`config.mk`:
```
export PLATFORM = sky130hd
export DESIGN_NAME = gemm_tile_scheduler
export DESIGN_NICKNAME = d
export VERILOG_FILES = /design/src/rtl/gemm_pkg.sv /design/src/rtl/gemm_tile_counter.sv /design/src/rtl/gemm_tile_scheduler.sv
export SDC_FILE = /design/constraint.sdc
export NUM_CORES = 1
export LEC_CHECK = 0
export BUFFER_PORTS_ARGS = -buffer_cell sky130_fd_sc_hd__buf_4
export CORE_ASPECT_RATIO = 1.5
export CORE_MARGIN = 10
export CORE_UTILIZATION = 25
export CTS_CLUSTER_SIZE = 12
export DETAILED_ROUTE_END_ITERATION = 7
export SLEW_MARGIN = 10
export SYNTH_ARGS = -nofsm -noshare
export SYNTH_HDL_FRONTEND = slang
export SYNTH_SLANG_ARGS = --single-unit
```
`constraint.sdc`:
```
create_clock -name clk_i -period 18.4 [get_ports clk_i]
set_input_delay 2.76 -clock clk_i [delete_from_list [all_inputs] [get_ports clk_i]]
set_output_delay 2.76 -clock clk_i [all_outputs]
set_load 0.02 [all_outputs]
```
`src/rtl/gemm_pkg.sv`:
```
// Shared definitions for the GEMM tile scheduler: parallelism defaults and FSM state encoding.
package gemm_pkg;

  localparam int unsigned RowParDefault = 4;
  localparam int unsigned ColParDefault = 16;

  typedef logic [2:0] state_t;

  localparam state_t StIdle  = 3'd0;
  localparam state_t StSetup = 3'd1;
  localparam state_t StRead  = 3'd2;
  localparam state_t StDrain = 3'd3;
  localparam state_t StWrite = 3'd4;
  localparam state_t StDone  = 3'd5;

endpackage

```
`src/rtl/gemm_tile_counter.sv`:
```
// Nested mt/nt/k counters for the tile scheduler, with running address bases so the
// A/B/C addresses come out of adders rather than multipliers.
module gemm_tile_counter #(
  parameter int unsigned AddrWidth     = 12,
  parameter int unsigned SizeAddrWidth = 32
) (
  input  logic                     clk_i,
  input  logic                     rst_i,
  input  logic                     clear_i,
  input  logic                     k_step_i,
  input  logic                     tile_step_i,
  input  logic [SizeAddrWidth-1:0] k_size_i,
  input  logic [SizeAddrWidth-1:0] mt_total_i,
  input  logic [SizeAddrWidth-1:0] nt_total_i,
  output logic [AddrWidth-1:0]     a_addr_o,
  output logic [AddrWidth-1:0]     b_addr_o,
  output logic [AddrWidth-1:0]     c_addr_o,
  output logic                     k_first_o,
  output logic                     k_last_o,
  output logic                     tile_last_o
);

  logic [SizeAddrWidth-1:0] k_q, nt_q, mt_q;
  logic [AddrWidth-1:0]     a_base_q, b_base_q, c_idx_q;
  logic                     nt_last, mt_last;
  logic [AddrWidth-1:0]     k_trunc;

  assign k_trunc     = AddrWidth'(k_size_i);
  assign nt_last     = (nt_q == nt_total_i - SizeAddrWidth'(1));
  assign mt_last     = (mt_q == mt_total_i - SizeAddrWidth'(1));
  assign k_first_o   = (k_q == '0);
  assign k_last_o    = (k_q == k_size_i - SizeAddrWidth'(1));
  assign tile_last_o = nt_last && mt_last;

  // a_base tracks mt*K and b_base tracks nt*K, both modulo 2^AddrWidth.
  assign a_addr_o = a_base_q + AddrWidth'(k_q);
  assign b_addr_o = b_base_q + AddrWidth'(k_q);
  assign c_addr_o = c_idx_q;

  always_ff @(posedge clk_i or posedge rst_i) begin
    if (rst_i) begin
      k_q      <= '0;
      nt_q     <= '0;
      mt_q     <= '0;
      a_base_q <= '0;
      b_base_q <= '0;
      c_idx_q  <= '0;
    end else if (clear_i) begin
      k_q      <= '0;
      nt_q     <= '0;
      mt_q     <= '0;
      a_base_q <= '0;
      b_base_q <= '0;
      c_idx_q  <= '0;
    end else begin
      if (k_step_i) begin
        k_q <= k_last_o ? '0 : k_q + SizeAddrWidth'(1);
      end
      if (tile_step_i) begin
        // nt-inner traversal makes the C index simply the running tile count.
        c_idx_q <= c_idx_q + AddrWidth'(1);
        if (nt_last) begin
          nt_q     <= '0;
          b_base_q <= '0;
          mt_q     <= mt_q + SizeAddrWidth'(1);
          a_base_q <= a_base_q + k_trunc;
        end else begin
          nt_q     <= nt_q + SizeAddrWidth'(1);
          b_base_q <= b_base_q + k_trunc;
        end
      end
    end
  end

endmodule

```
`src/rtl/gemm_tile_scheduler.sv`:
```
// Output-stationary GEMM tile scheduler: walks RowPar x ColPar output tiles, streams K operand
// reads per tile into the MAC array and writes each finished tile back to C.
module gemm_tile_scheduler
  import gemm_pkg::*;
#(
  parameter int unsigned RowPar        = RowParDefault,
  parameter int unsigned ColPar        = ColParDefault,
  parameter int unsigned AddrWidth     = 12,
  parameter int unsigned SizeAddrWidth = 32
) (
  input  logic                     clk_i,
  input  logic                     rst_i,
  input  logic                     start_i,
  input  logic [SizeAddrWidth-1:0] M_size_i,
  input  logic [SizeAddrWidth-1:0] K_size_i,
  input  logic [SizeAddrWidth-1:0] N_size_i,
  output logic [AddrWidth-1:0]     sram_a_addr_o,
  output logic [AddrWidth-1:0]     sram_b_addr_o,
  output logic [AddrWidth-1:0]     sram_c_addr_o,
  output logic                     sram_c_we_o,
  output logic                     mac_en_o,
  output logic                     acc_clear_o,
  output logic                     busy_o,
  output logic                     done_o
);

  state_t                   state_q, state_d;
  logic [SizeAddrWidth-1:0] m_size_q, k_size_q, n_size_q;
  logic [SizeAddrWidth-1:0] mt_total_q, nt_total_q;
  logic [SizeAddrWidth-1:0] mt_total_d, nt_total_d;
  logic [AddrWidth-1:0]     a_hold_q, b_hold_q, c_hold_q;
  logic                     mac_en_q, acc_clr_q;

  logic                     in_read, in_write, in_setup, size_zero;
  logic [AddrWidth-1:0]     a_addr, b_addr, c_addr;
  logic                     k_first, k_last, tile_last;

  assign in_read   = (state_q == StRead);
  assign in_write  = (state_q == StWrite);
  assign in_setup  = (state_q == StSetup);
  assign size_zero = (m_size_q == '0) || (k_size_q == '0) || (n_size_q == '0);

  assign mt_total_d = (m_size_q + SizeAddrWidth'(RowPar - 1)) / SizeAddrWidth'(RowPar);
  assign nt_total_d = (n_size_q + SizeAddrWidth'(ColPar - 1)) / SizeAddrWidth'(ColPar);

  gemm_tile_counter #(
    .AddrWidth     (AddrWidth),
    .SizeAddrWidth (SizeAddrWidth)
  ) u_counter (
    .clk_i       (clk_i),
    .rst_i       (rst_i),
    .clear_i     (in_setup),
    .k_step_i    (in_read),
    .tile_step_i (in_write),
    .k_size_i    (k_size_q),
    .mt_total_i  (mt_total_q),
    .nt_total_i  (nt_total_q),
    .a_addr_o    (a_addr),
    .b_addr_o    (b_addr),
    .c_addr_o    (c_addr),
    .k_first_o   (k_first),
    .k_last_o    (k_last),
    .tile_last_o (tile_last)
  );

  always_comb begin
    state_d = state_q;
    unique case (state_q)
      StIdle:  if (start_i) state_d = StSetup;
      StSetup: state_d = size_zero ? StDone : StRead;
      StRead:  if (k_last) state_d = StDrain;
      StDrain: state_d = StWrite;
      StWrite: state_d = tile_last ? StDone : StRead;
      StDone:  state_d = StIdle;
      default: state_d = StIdle;
    endcase
  end

  always_ff @(posedge clk_i or posedge rst_i) begin
    if (rst_i) begin
      state_q    <= StIdle;
      m_size_q   <= '0;
      k_size_q   <= '0;
      n_size_q   <= '0;
      mt_total_q <= '0;
      nt_total_q <= '0;
      a_hold_q   <= '0;
      b_hold_q   <= '0;
      c_hold_q   <= '0;
      mac_en_q   <= 1'b0;
      acc_clr_q  <= 1'b0;
    end else begin
      state_q <= state_d;
      if (state_q == StIdle && start_i) begin
        m_size_q <= M_size_i;
        k_size_q <= K_size_i;
        n_size_q <= N_size_i;
      end
      if (in_setup) begin
        mt_total_q <= mt_total_d;
        nt_total_q <= nt_total_d;
      end
      if (in_read) begin
        a_hold_q <= a_addr;
        b_hold_q <= b_addr;
      end
      if (in_write) begin
        c_hold_q <= c_addr;
      end
      // Operand data returns one cycle after its address, so the strobes lag READ by one.
      mac_en_q  <= in_read;
      acc_clr_q <= in_read && k_first;
    end
  end

  assign sram_a_addr_o = in_read ? a_addr : a_hold_q;
  assign sram_b_addr_o = in_read ? b_addr : b_hold_q;
  assign sram_c_addr_o = in_write ? c_addr : c_hold_q;
  assign sram_c_we_o   = in_write;
  assign mac_en_o      = mac_en_q;
  assign acc_clear_o   = acc_clr_q;
  assign busy_o        = (state_q != StIdle);
  assign done_o        = (state_q == StDone);

endmodule

```
### Yosys cells after proc, flatten, opt, wreduce, memory -nomap -nowiden

Cells that the tools add are included.

* output and inout port bits: 41
* register bits: 327
* word-level logic and storage cells: 81
* bits of input ports: 99

* equal/unequal tests: 10
* reductions and logical operators: 16
* mux-type cells: 25
* add/sub/neg operators: 13

Operator list (count)
* $mux W32: 9
* $mux W12: 11
* $logic_not A32 Y1: 4
* $add A32 B1 Y32 const B: 3
* $eq A32 B32 Y1: 3
* $add A12 B12 Y12: 4
* $add A32 B2 Y32 const B: 1
* $add A32 B4 Y32 const B: 1
* $sub A32 B1 Y32 const B: 1
* $sub A30 B1 Y31 const B: 1
* $sub A28 B1 Y29 const B: 1
* $pmux W3 S5: 1
* $add A12 B1 Y12 const B: 1
* $mux W3: 4
* $eq A3 B2 Y1 const B: 2
* $eq A3 B3 Y1 const B: 2
* $reduce_bool A2 Y1: 3
* $reduce_and A2 Y1: 2
* $eq A3 B1 Y1 const B: 1
* $logic_and A1 B1 Y1: 3
* $logic_not A3 Y1: 1
* $reduce_bool A3 Y1: 1
* $logic_or A1 B1 Y1: 2
* $ne A2 B1 Y1 const B: 1
* $ne A2 B2 Y1 const B: 1

### Longest topological paths before layout

Gate-level depths: netlist of the first run.

* depth in word-level cells: 5
* gate-level depth with buffers: 16
* mapped depth without buffers: 12

### Hierarchy

A second synthesis of the first run with hierarchy kept.

* cells, all modules: 2132
* area total of the unflattened synthesis: 20430.8 um2

Modules (own cells, without submodules)
* gemm_tile_counter: sequential area each 3303.2 um2, cells an instance 1436, times used 1, area an instance 11922.7 um2
* gemm_tile_scheduler: sequential area each 4879.7 um2, cells an instance 696, times used 1, area an instance 8508.2 um2

### Least setup slack after synthesis of the first run

No wires, ideal clock.

* kind: register to output
* from: register u_counter.k_q[0]
* to: output port sram_a_addr_o[8]
* arrival: 2.521 ns
* stages on the path, launching flop included: 13
* data required time: 15.640 ns
* slack: 13.119 ns
* path buffers: 0
* cell sequence: dfrtp_1 ha_1 inv_1 fa_1 nor2b_1 o21ai_0 a21boi_0 o21ai_0 nand2b_1 a21o_1 a21oi_1 xor2_1 o21ai_0

* cells in the longest elaborated chain, start to end: 2

Ends and longest elaborated chain
* from (decl): RTL line gemm_tile_counter.sv:23 `logic [SizeAddrWidth-1:0] k_q, nt_q, mt_q;`
* from (signal assigned): RTL line gemm_tile_counter.sv:57 `k_q <= k_last_o ? '0 : k_q + SizeAddrWidth'(1);`
* $add A12 B12 Y12: RTL line gemm_tile_counter.sv:36 `assign a_addr_o = a_base_q + AddrWidth'(k_q);`
* $mux W12
* to (decl): RTL line gemm_tile_scheduler.sv:17 `output logic [AddrWidth-1:0] sram_a_addr_o,`

No other way between the ends.

### Final worst setup path of the first run

* from: register u_counter.k_q[0]
* to: output port sram_b_addr_o[10]

* cells in the longest elaborated chain, start to end: 2

Ends and longest elaborated chain
* $add A12 B12 Y12: RTL line gemm_tile_counter.sv:37 `assign b_addr_o = b_base_q + AddrWidth'(k_q);`
* $mux W12
* to (decl): RTL line gemm_tile_scheduler.sv:18 `output logic [AddrWidth-1:0] sram_b_addr_o,`

No other way between the ends.

==> run_results.csv, run 1 <==
group,metric,value,unit
outcome,outcome,"completed",
synthesis,netlist_area_before_placement,20100,sq um
timing,maxClockFrequency,164,MHz
synthesis,ys_dominant_reg_cell,"sky130_fd_sc_hd__dfrtp_1",
synthesis,yosys_warnings,0,
floorplanning,initial_standard_cell_utilization_of_the_core,25.2,%
cts,cts_inserted_buffers,41,
cts,clk_transition_reported_paths,0.06,ns
flow_run,maxCapViolCount,0,
cts,cts_root_buffer,"sky130_fd_sc_hd__clkbuf_16",
global_routing,gr-total-overflow,0,
synthesis,seq_area_frac_synth,40.7,%
timing,final.period_utilization,33.2,%
global_routing,antenna_violations_before_repair,2,
floorplanning,fp.coreArea,79900,sq um
cts,post_cts_resize_count,0,
timing,grt_setup_unrepaired,"no",
routing,avgRoutedWirePerCell,18.4,microns
setup_path,timing.critical_path.from_type,"flop",
timing,skew,0.0366,ns
power_and_ir_drop,switching_share,41.4,%
layout,post_route_cells_drive_above_1_share,14.8,%
routing,routed_wl,62200,microns
hold_path,timing.hold.worst.class,"reg2reg",
floorplanning,ioPinCount,140,
setup_path,critical_path.endpoint_type,"primary output",
floorplanning,area_enclosed_by_the_die_boundary,92500,sq um
synthesis,synth-edff-count,0,
layout,num-nets-final,2467,
placement,io_buffer_count,139,
synthesis,synthXorXnorAreaFrac,9.40,%
routing,drc_errors,0,
power_and_ir_drop,seq_power_share,37.6,%
power_and_ir_drop,p_sw,1410,uW
layout,antenna_cells,0,
placement,post-dp-hpwl,46100,microns
synthesis,synthAdderAreaFrac,3.63,%
synthesis,post_synth.cell_area_avg,9.01,sq um
hold_path,hold-path-cell-count,2,
timing,maxSlewViolCount,0,
timing,min_period,6.11,ns
global_routing,grt_first_pass_wirelength,96400,microns
cts,clock_insertion_delay_worst_skew,0.60,ns
timing,slew_headroom,28.9,%
global_routing,global_route.usage.total,13.1,%
cts,clockBufferDepth,3,
floorplanning,width_of_the_die,252,microns
timing,finalHoldViolations,0,
layout,area_growth,17.3,%
power_and_ir_drop,power_per_cell_area,145,nW/um^2
global_routing,grt_max_degree,100,
setup_path,worstPathRequired,15.64,ns
routing,drt_pass1_iterations,5,
routing,ant_nets,0,
synthesis,synth_simple_gate_area_share,22.9,%
cts,cts_hold_repair.buffers,0,
synthesis,post_synth_inst_count,2234,
timing,worst-slew-pin-transition,1.06,ns
cts,cts_sinks,327,
synthesis,async_reset_ff_share,100,%
power_and_ir_drop,ir_drop,0.0000943,V
timing,timing.setup.tns,0,ns
timing,setup_viol,0,
synthesis,combinational_family_with_the_most_area_after_synthesis,"simple AND/OR/NAND/NOR gates",
cts,post-cts-setup-buffers,0,
placement,globalplace.congestion,0.902,
routing,viasPerCell,5.04,
setup_path,arrival_time_at_the_worst_endpoint,3.35,ns
synthesis,yosys.cell_types.count,71,
power_and_ir_drop,share_of_power_burned_in_the_clock_network,25.4,%
routing,vias,17000,
power_and_ir_drop,power.internal,2000,uW
routing,initialDrtViolationCount,974,
synthesis,ys_ff_latch,327,
setup_path,r2r.worst_path.cells,12,
setup_path,worst-path-max-fanout,9,
global_routing,via_count_of_the_first_global_routing_pass,16600,
setup_path,path_class,"reg2out",
synthesis,muxShareOfSynthArea,7.62,%
floorplanning,die-height,367,microns
cts,cts_max_level,2,
cts,tritoncts,"done",
synthesis,synth.net_count,2389,
synthesis,share_of_the_synthesized_area_in_compound_gates_ao_oa_aoi_oai,12.2,%
power_and_ir_drop,comb_power_share,37.1,%
floorplanning,num_rows,127,
timing,timing.hold.ws,0.473,ns
power_and_ir_drop,cellLeakagePower,0.00999,uW
-- metrics by stage --
step	cells	setup WS (ns)	utilization, %	instance area [sq um]	power, uW
after detailed placement	3301	12.92	27.7	22200	2560
after floorplan	2234	6.59	-	20100	2110
after CTS	3374	12.25	29.5	23600	3450
after global placement	3301	12.95	27.7	22200	2550
after global routing	3374	11.96	29.5	23600	3640
final	3374	12.29	29.5	23600	3410
-- power by group through the flow --
| stage | Sequential [uW] | Combinational (uW) | Clock [uW] |
|---|---|---|---|
| 2_1_floorplan | 1120 | 998 | 0 |
| 3_3_place_gp | 1290 | 1260 | 0 |
| 3_5_place_dp | 1290 | 1270 | 0 |
| 4_1_cts | 1280 | 1280 | 890 |
| 5_1_grt | 1320 | 1410 | 915 |
| 6_report | 1280 | 1260 | 865 |
-- worst max-delay path: stages, from the launching register on --
cell and delay (ns):
sky130_fd_sc_hd__dfrtp_1 0.50, sky130_fd_sc_hd__ha_1 0.23, sky130_fd_sc_hd__inv_1 0.06, sky130_fd_sc_hd__fa_1 0.40
sky130_fd_sc_hd__nor2b_1 0.12, sky130_fd_sc_hd__o21ai_0 0.10, sky130_fd_sc_hd__a21boi_0 0.27, sky130_fd_sc_hd__o21ai_0 0.11
sky130_fd_sc_hd__nand2b_1 0.12, sky130_fd_sc_hd__a21o_1 0.15, sky130_fd_sc_hd__a31oi_1 0.10, sky130_fd_sc_hd__mux2i_1 0.15
sky130_fd_sc_hd__o311ai_0 0.20, sky130_fd_sc_hd__buf_4 0.23
-- synth_stat cells, drive strengths merged, types with 48 or more instances --
library cell,instances,area (sq um)
a21oi,71,355
and3,48,300
clkbuf,102,383
dfrtp,327,8180
ha,52,651
inv,59,221
mux2,90,1010
mux2i,52,521
nand2,318,1190
nand3,101,505
nand4,49,307
nor2,102,383
nor3,62,315
nor4,55,365
o21ai,183,916
xnor2,100,876
xor2,116,1020
-- metal layers --
metal | wire, microns | track usage (%)
met1 | 26100 | 15.6
met2 | 31100 | 23.4
met3 | 2710 | 1.91
met4 | 2210 | 4.89
met5 | 0 | 0
-- kinds of logic (layout without fill, tap and decap cells) --
logic type,count (synthesis),in the layout
simple gates,904,904
compound gates,407,407
xor+xnor,216,216
fa+ha+maj,56,56
mux,142,142
buf+inv,182,290
flops,327,327
-- layout make-up --
class,count,area (sq um)
flip-flops and latches,327,8180
clock inverters,13,248
multi-input cells,1725,11300
well taps,1032,1290
fillers,8431,56300
repair buffers,158,1190
inverters,59,229
clock buffers,60,1190
-- worst paths after layout --
path | from | slack, ns | endpoint
min in group asynchronous | rst_i | 2.26 | m_size_q[11]
setup / recovery | u_counter.k_q[0] | 12.29 | sram_b_addr_o[10]
hold / removal | c_hold_q[7] | 0.47 | c_hold_q[7]
hold reg to reg | c_hold_q[7] | 0.47 | c_hold_q[7]
setup reg to reg | nt_total_q[0] | 12.88 | u_counter.mt_q[11]
max in group asynchronous | rst_i | 13.95 | b_hold_q[10]
-- layout by cell type, fill, tap and decap left out, types with 58 or more instances in the layout --
cell type                 count
sky130_fd_sc_hd__xnor2_1    100
sky130_fd_sc_hd__buf_4      158
sky130_fd_sc_hd__a21oi_1     71
sky130_fd_sc_hd__inv_1       58
sky130_fd_sc_hd__nand2_1    317
sky130_fd_sc_hd__dfrtp_1    327
sky130_fd_sc_hd__nor3_1      60
sky130_fd_sc_hd__nand3_1    101
sky130_fd_sc_hd__nor2_1      98
sky130_fd_sc_hd__o21ai_0    183
sky130_fd_sc_hd__mux2_2      90
sky130_fd_sc_hd__xor2_1     116
-- flip-flops by register name, summed over array words and instances (netlist names), 28 cells and up --
name / count
k_size_q: 32
u_counter.k_q: 32
mt_total_q: 30
n_size_q: 32
m_size_q: 32
u_counter.nt_q: 32
u_counter.mt_q: 32
nt_total_q: 28
Note: power is estimated with default switching activity, not from simulation.
==> run 2: changes to the inputs <==
==> constraint.sdc (replaced) <==
create_clock -name clk_i -period 4.9 [get_ports clk_i]
set_input_delay 0.735 -clock clk_i [delete_from_list [all_inputs] [get_ports clk_i]]
set_output_delay 0.735 -clock clk_i [all_outputs]
set_load 0.02 [all_outputs]
==> run 2 against run 1 <==
Register-to-register slack worse by 12 ns. Sequential cell count stayed put. Critical path depth is 1 lower. First-iteration DRC count is 7.2% lower.
==> run_results.csv, run 2 (synthesized netlist as in run 1, its figures left out) <==
group,metric,value,unit
power_and_ir_drop,power.total,12600,uW
routing,drc_errors,0,
setup_path,timing.critical_path.from_type,"flop",
layout,area_growth,17.3,%
power_and_ir_drop,ir_drop,0.000475,V
placement,placed_area,22300,sq um
cts,post_cts_resize_count,0,
cts,cts_hold_repair.buffers,0,
cts,tritoncts,"done",
hold_path,timing.hold.worst.class,"in2async",
timing,final.setup.worst_slack,0.441,ns
routing,initialDrtViolationCount,904,
layout,post_route_cells_drive_above_1_share,15.3,%
global_routing,grt_first_pass_wirelength,96300,microns
floorplanning,num_rows,127,
cts,cts_sinks,327,
floorplanning,ioPinCount,140,
timing,final.period_utilization,91.0,%
cts,cts_max_level,2,
setup_path,worst-path-max-fanout,8,
floorplanning,initial_standard_cell_utilization_of_the_core,25.2,%
flow_run,maxCapViolCount,0,
setup_path,path_class,"reg2out",
placement,post-dp-hpwl,46100,microns
timing,skew,0.0328,ns
placement,dp_cells,3311,
power_and_ir_drop,switching_share,41.9,%
layout,layout_commonest_cell,"sky130_fd_sc_hd__dfrtp_1",
power_and_ir_drop,power_per_cell_area,536,nW/um^2
power_and_ir_drop,share_of_power_burned_in_the_clock_network,23.8,%
cts,clockBufferDepth,3,
cts,cts_root_buffer,"sky130_fd_sc_hd__clkbuf_16",
power_and_ir_drop,comb_power_share,38.0,%
placement,globalplace.congestion,0.889,
global_routing,antenna_violations_before_repair,2,
cts,clock_insertion_delay_worst_skew,0.59,ns
placement,io_buffer_count,139,
timing,maxSlewViolCount,0,
layout,design_area,23600,sq um
routing,routed_wl,61600,microns
global_routing,grt_max_degree,107,
layout,num-nets-final,2475,
power_and_ir_drop,p_sw,5300,uW
routing,avgRoutedWirePerCell,18.2,microns
setup_path,arrival_time_at_the_worst_endpoint,3.72,ns
routing,drt_pass1_iterations,5,
power_and_ir_drop,power.internal,7340,uW
global_routing,via_count_of_the_first_global_routing_pass,16600,
power_and_ir_drop,seq_power_share,38.2,%
setup_path,critical_path.endpoint_type,"primary output",
power_and_ir_drop,cellLeakagePower,0.00999,uW
timing,maxClockFrequency,224,MHz
routing,viasPerCell,5.01,
floorplanning,die-height,367,microns
floorplanning,area_enclosed_by_the_die_boundary,92500,sq um
layout,layout_common_cells,"sky130_fd_sc_hd__dfrtp_1 (327), sky130_fd_sc_hd__nand2_1 (317), sky130_fd_sc_hd__o21ai_0 (183), sky130_fd_sc_hd__buf_4 (164), sky130_fd_sc_hd__xor2_1 (116)",
timing,finalHoldViolations,0,
cts,post-cts-setup-buffers,0,
cts,cts_inserted_buffers,39,
floorplanning,fp.coreArea,79900,sq um
timing,worst-slew-pin-transition,1.10,ns
timing,setup_viol,0,
setup_path,worstPathRequired,4.16,ns
routing,vias,16900,
timing,timing.setup.tns,0,ns
placement,pre_cts_ws,0.701,ns
layout,fillers,8325,
timing,grt_setup_unrepaired,"no",
outcome,outcome,"completed",
layout,finish.cell_count_without_fillers,3381,
timing,min_period,4.46,ns
layout,antenna_cells,0,
global_routing,gr-total-overflow,0,
routing,ant_nets,0,
timing,slew_headroom,26.5,%
global_routing,global_route.usage.total,13.1,%
cts,clk_transition_reported_paths,0.06,ns
floorplanning,width_of_the_die,252,microns
## run 2: cell types whose count changed in the layout (fill, tap and decap cells not counted), sizes merged
cell / previous run / this run
buf: 158 / 168
bufinv: 5 / 3
clkinv: 5 / 10
clkinvlp: 1 / 3
clkbuf: 60 / 52
## run 2: area by class of cell
cell class,count,area (sq um),area share [%]
multi-input cells,1725,11300,47.7
well taps,1032,1290,5.47
clock inverters,18,218,0.923
clock buffers,52,1100,4.68
repair buffers,168,1310,5.56
flip-flops and latches,327,8180,34.7
inverters,59,225,0.954
## run 2: final timing paths
kind | from | to | slack (ns) | cells past startpoint
worst max-delay path | u_counter.k_q[1] | sram_b_addr_o[10] | 0.44 | 12
min in group clk_i | K_size_i[8] | k_size_q[8] | 0.37 | 2
worst min-delay path | rst_i | u_counter.nt_q[20] | 0.34 | 2
worst min register to register | c_hold_q[11] | c_hold_q[11] | 0.47 | 2
worst max register to register | nt_total_q[0] | u_counter.mt_q[14] | 0.63 | 13
max in group asynchronous | rst_i | m_size_q[19] | 3.31 | 3
## run 2: metal layers
metal  part of all wire [%]  global-route usage (%)  vias to the layer above  wire length (microns)
li1                       -                       -                     8212                      -
met5                      0                       0                        -                      0
met3                    3.7                    1.78                       88                   2300
met2                     50                    23.0                      353                  30800
met1                     43                    15.9                     8287                  26500
met4                    3.1                    4.78                        0                   1910
## run 2: per-stage QoR
step / hold slack, ns / utilization, %
2_1_floorplan: 0.445 / -
3_3_place_gp: 0.457 / 27.9
3_5_place_dp: 0.462 / 27.9
4_1_cts: 0.339 / 29.5
5_1_grt: 0.350 / 29.5
6_report: 0.340 / 29.5
## run 2: critical path, stage by stage (launching register included)
cell and delay, ns:
sky130_fd_sc_hd__dfrtp_1 0.60, sky130_fd_sc_hd__inv_1 0.28, sky130_fd_sc_hd__fa_1 0.49, sky130_fd_sc_hd__nor2b_1 0.12, sky130_fd_sc_hd__o21ai_0 0.10, sky130_fd_sc_hd__a21boi_0 0.28
sky130_fd_sc_hd__o21ai_0 0.12, sky130_fd_sc_hd__nand2b_1 0.12, sky130_fd_sc_hd__a21o_1 0.14, sky130_fd_sc_hd__a31oi_1 0.10, sky130_fd_sc_hd__mux2i_1 0.16, sky130_fd_sc_hd__o311ai_0 0.35
sky130_fd_sc_hd__buf_4 0.30
## run 2: power by group through the flow
| stage | registers (uW) | clock network, uW | logic, uW |
|---|---|---|---|
| CTS | 4820 | 3110 | 4850 |
| floorplan | 4190 | 0 | 3750 |
| global placement | 4850 | 0 | 4760 |
| detailed placement | 4860 | 0 | 4820 |
| finish | 4830 | 3010 | 4800 |
| global route | 4950 | 3200 | 5370 |
==> run 3: changes to the inputs <==
--- a/config.mk
+++ b/config.mk
@@ -8,9 +8,10 @@
 export BUFFER_PORTS_ARGS = -buffer_cell sky130_fd_sc_hd__buf_4
 export CORE_ASPECT_RATIO = 1.5
 export CORE_MARGIN = 10
-export CORE_UTILIZATION = 25
+export CORE_UTILIZATION = 56
 export CTS_CLUSTER_SIZE = 12
 export DETAILED_ROUTE_END_ITERATION = 7
+export PLACE_DENSITY = 0.78
 export SLEW_MARGIN = 10
 export SYNTH_ARGS = -nofsm -noshare
 export SYNTH_HDL_FRONTEND = slang
==> run 3 against run 2 <==
Die area shrank 52%. Sequential share of layout area grew 1.6 points. Routed wire length shrank 9.1%. Via count grew 2.5%. Cell area shrank 4.5%. Worst hold slack is essentially flat. Clock skew shrank 0.015 ns. Largest cell class unchanged. Highest routed layer unchanged.
==> run_results.csv, run 3 (synthesized netlist as in run 1, its figures left out) <==
group,metric,value,unit
setup_path,cpLargestDelayFamily,"simple AND/OR/NAND/NOR gates",
cts,post_cts_resize_count,0,
floorplanning,ioPinCount,140,
routing,initialDrtViolationCount,1166,
routing,vias,17400,
layout,num-nets-final,2466,
timing,maxClockFrequency,227,MHz
floorplanning,num_rows,85,
routing,ant_nets,0,
setup_path,worst-path-max-fanout,25,
routing,avgRoutedWirePerCell,20.0,microns
floorplanning,area_enclosed_by_the_die_boundary,44100,sq um
global_routing,via_count_of_the_first_global_routing_pass,17400,
routing,drc_errors,0,
hold_path,timing.hold.worst.class,"in2async",
timing,finalHoldViolations,0,
timing,final.period_utilization,89.8,%
floorplanning,initial_standard_cell_utilization_of_the_core,56.3,%
routing,drt_pass1_iterations,5,
outcome,outcome,"completed",
setup_path,arrival_time_at_the_worst_endpoint,4.87,ns
global_routing,global_route.usage.total,25.0,%
setup_path,cp_slowest_cell,"sky130_fd_sc_hd__or4_1",
cts,clockBufferDepth,3,
global_routing,grt_first_pass_wirelength,90900,microns
placement,post-dp-hpwl,41000,microns
setup_path,timing.critical_path.from_type,"flop",
cts,tritoncts,"done",
routing,viasPerCell,6.19,
power_and_ir_drop,cellLeakagePower,0.00981,uW
layout,antenna_cells,0,
placement,io_buffer_count,139,
placement,globalplace.congestion,0.933,
layout,area_growth,12.0,%
layout,layout_common_cells,"sky130_fd_sc_hd__dfrtp_1 (327), sky130_fd_sc_hd__nand2_1 (317), sky130_fd_sc_hd__o21ai_0 (183), sky130_fd_sc_hd__buf_4 (161), sky130_fd_sc_hd__xor2_1 (116)",
setup_path,critical_path.endpoint_type,"flop",
layout,post_route_cells_drive_above_1_share,14.2,%
placement,dp_cells,2753,
floorplanning,width_of_the_die,175,microns
cts,cts_sinks,327,
layout,layout_commonest_cell,"sky130_fd_sc_hd__dfrtp_1",
setup_path,r2r.worst_path.cells,13,
layout,finish.cell_count_without_fillers,2803,
timing,grt_setup_unrepaired,"no",
setup_path,r2r_slack,0.50,ns
placement,pre_cts_ws,0.608,ns
cts,cts_root_buffer,"sky130_fd_sc_hd__clkbuf_16",
timing,min_period,4.40,ns
layout,fillers,2985,
cts,clock_insertion_delay_worst_skew,0.54,ns
power_and_ir_drop,ir_drop,0.000423,V
setup_path,buffers_inverters_on_critical_path,3,
timing,setup_viol,0,
flow_run,maxCapViolCount,0,
power_and_ir_drop,power_per_cell_area,533,nW/um^2
cts,post-cts-setup-buffers,0,
timing,maxSlewViolCount,0,
timing,slew_headroom,38.8,%
cts,cts_hold_repair.buffers,0,
global_routing,gr-total-overflow,0,
timing,skew,0.0173,ns
global_routing,grt_max_degree,121,
setup_path,crit-reg2reg-launch,"nt_total_q[0]",
timing,worst-slew-pin-transition,0.910,ns
routing,routed_wl,56000,microns
cts,cts_inserted_buffers,34,
setup_path,timing.rr.end,"u_counter.mt_q[9]",
timing,final.setup.worst_slack,0.498,ns
cts,clk_transition_reported_paths,0.06,ns
setup_path,cp_cell_sequence,"inv_1 -> ha_1 -> nor4b_2 -> nand4_1 -> or3_1 -> a2111oi_0 -> nor2_1 -> nor4_2 -> buf_4 -> nand2_1 -> buf_4 -> or4_1 -> nand2_1",
setup_path,path_class,"reg2reg",
setup_path,worstPathRequired,5.37,ns
global_routing,antenna_violations_before_repair,0,
floorplanning,fp.coreArea,35700,sq um
floorplanning,die-height,252,microns
cts,cts_max_level,2,
setup_path,max_stage_delay,0.50,ns
==> run 3: changes by cell type in the layout (fill, tap and decap cells not counted), moves of 3 or more <==
cell                        delta
sky130_fd_sc_hd__clkbuf_8      -4
sky130_fd_sc_hd__clkbuf_1      +4
sky130_fd_sc_hd__clkinv_2      -8
sky130_fd_sc_hd__buf_4         -3
sky130_fd_sc_hd__clkbuf_16     -4
==> run 3: how the worst max path moves through the flow <==
stage	startpoint	cells past startpoint	slack, ns	endpoint
floorplan	rst_i	1	-0.20	a_hold_q[0]
global placement	nt_total_q[0]	13	0.63	u_counter.mt_q[9]
detailed placement	nt_total_q[0]	13	0.61	u_counter.mt_q[9]
CTS	nt_total_q[0]	13	0.54	u_counter.mt_q[9]
global route	nt_total_q[0]	13	0.12	u_counter.mt_q[9]
finish	nt_total_q[0]	13	0.50	u_counter.mt_q[9]
==> run 3: through the flow <==
stage	TNS [ns]	area [sq um]	utilization [%]	hold WS [ns]	total power (uW)
6_report	0	22500	63.1	0.340	12000
5_1_grt	0	22500	63.1	0.390	12800
4_1_cts	0	22500	63.1	0.357	12000
3_5_place_dp	0	21500	60.3	0.462	9480
3_3_place_gp	0	21500	60.3	0.459	9280
2_1_floorplan	-65.30	20100	-	0.445	7940
==> run 3: area by class of cell <==
class / instances / area, sq um / share of cell area, %
clock buffers: 48 / 965 / 4.28
clock inverters: 2 / 38.8 / 0.172
inverters: 59 / 225 / 0.999
multi-input cells: 1725 / 11300 / 50.0
flip-flops and latches: 327 / 8180 / 36.3
well taps: 478 / 598 / 2.65
repair buffers: 164 / 1270 / 5.63
==> run 3: per-layer routing <==
metal  vias up  global-route usage [%]  routed length [microns]
li1       8184                       -                        -
met1      8448                    28.8                    21700
met2       558                    44.8                    28800
met3       167                    3.23                     2680
met4         0                    12.4                     2770
met5         -                       0                        0
==> run 3: power breakdown <==
group / leakage (uW) / switching, uW / total [uW] / internal (uW)
Combinational: 0.00507 / 2680 / 4770 / 2090
Sequential: 0.00426 / 1280 / 4750 / 3470
Clock: 0.000489 / 1070 / 2480 / 1410
Total: 0.00981 / 5030 / 12000 / 6970
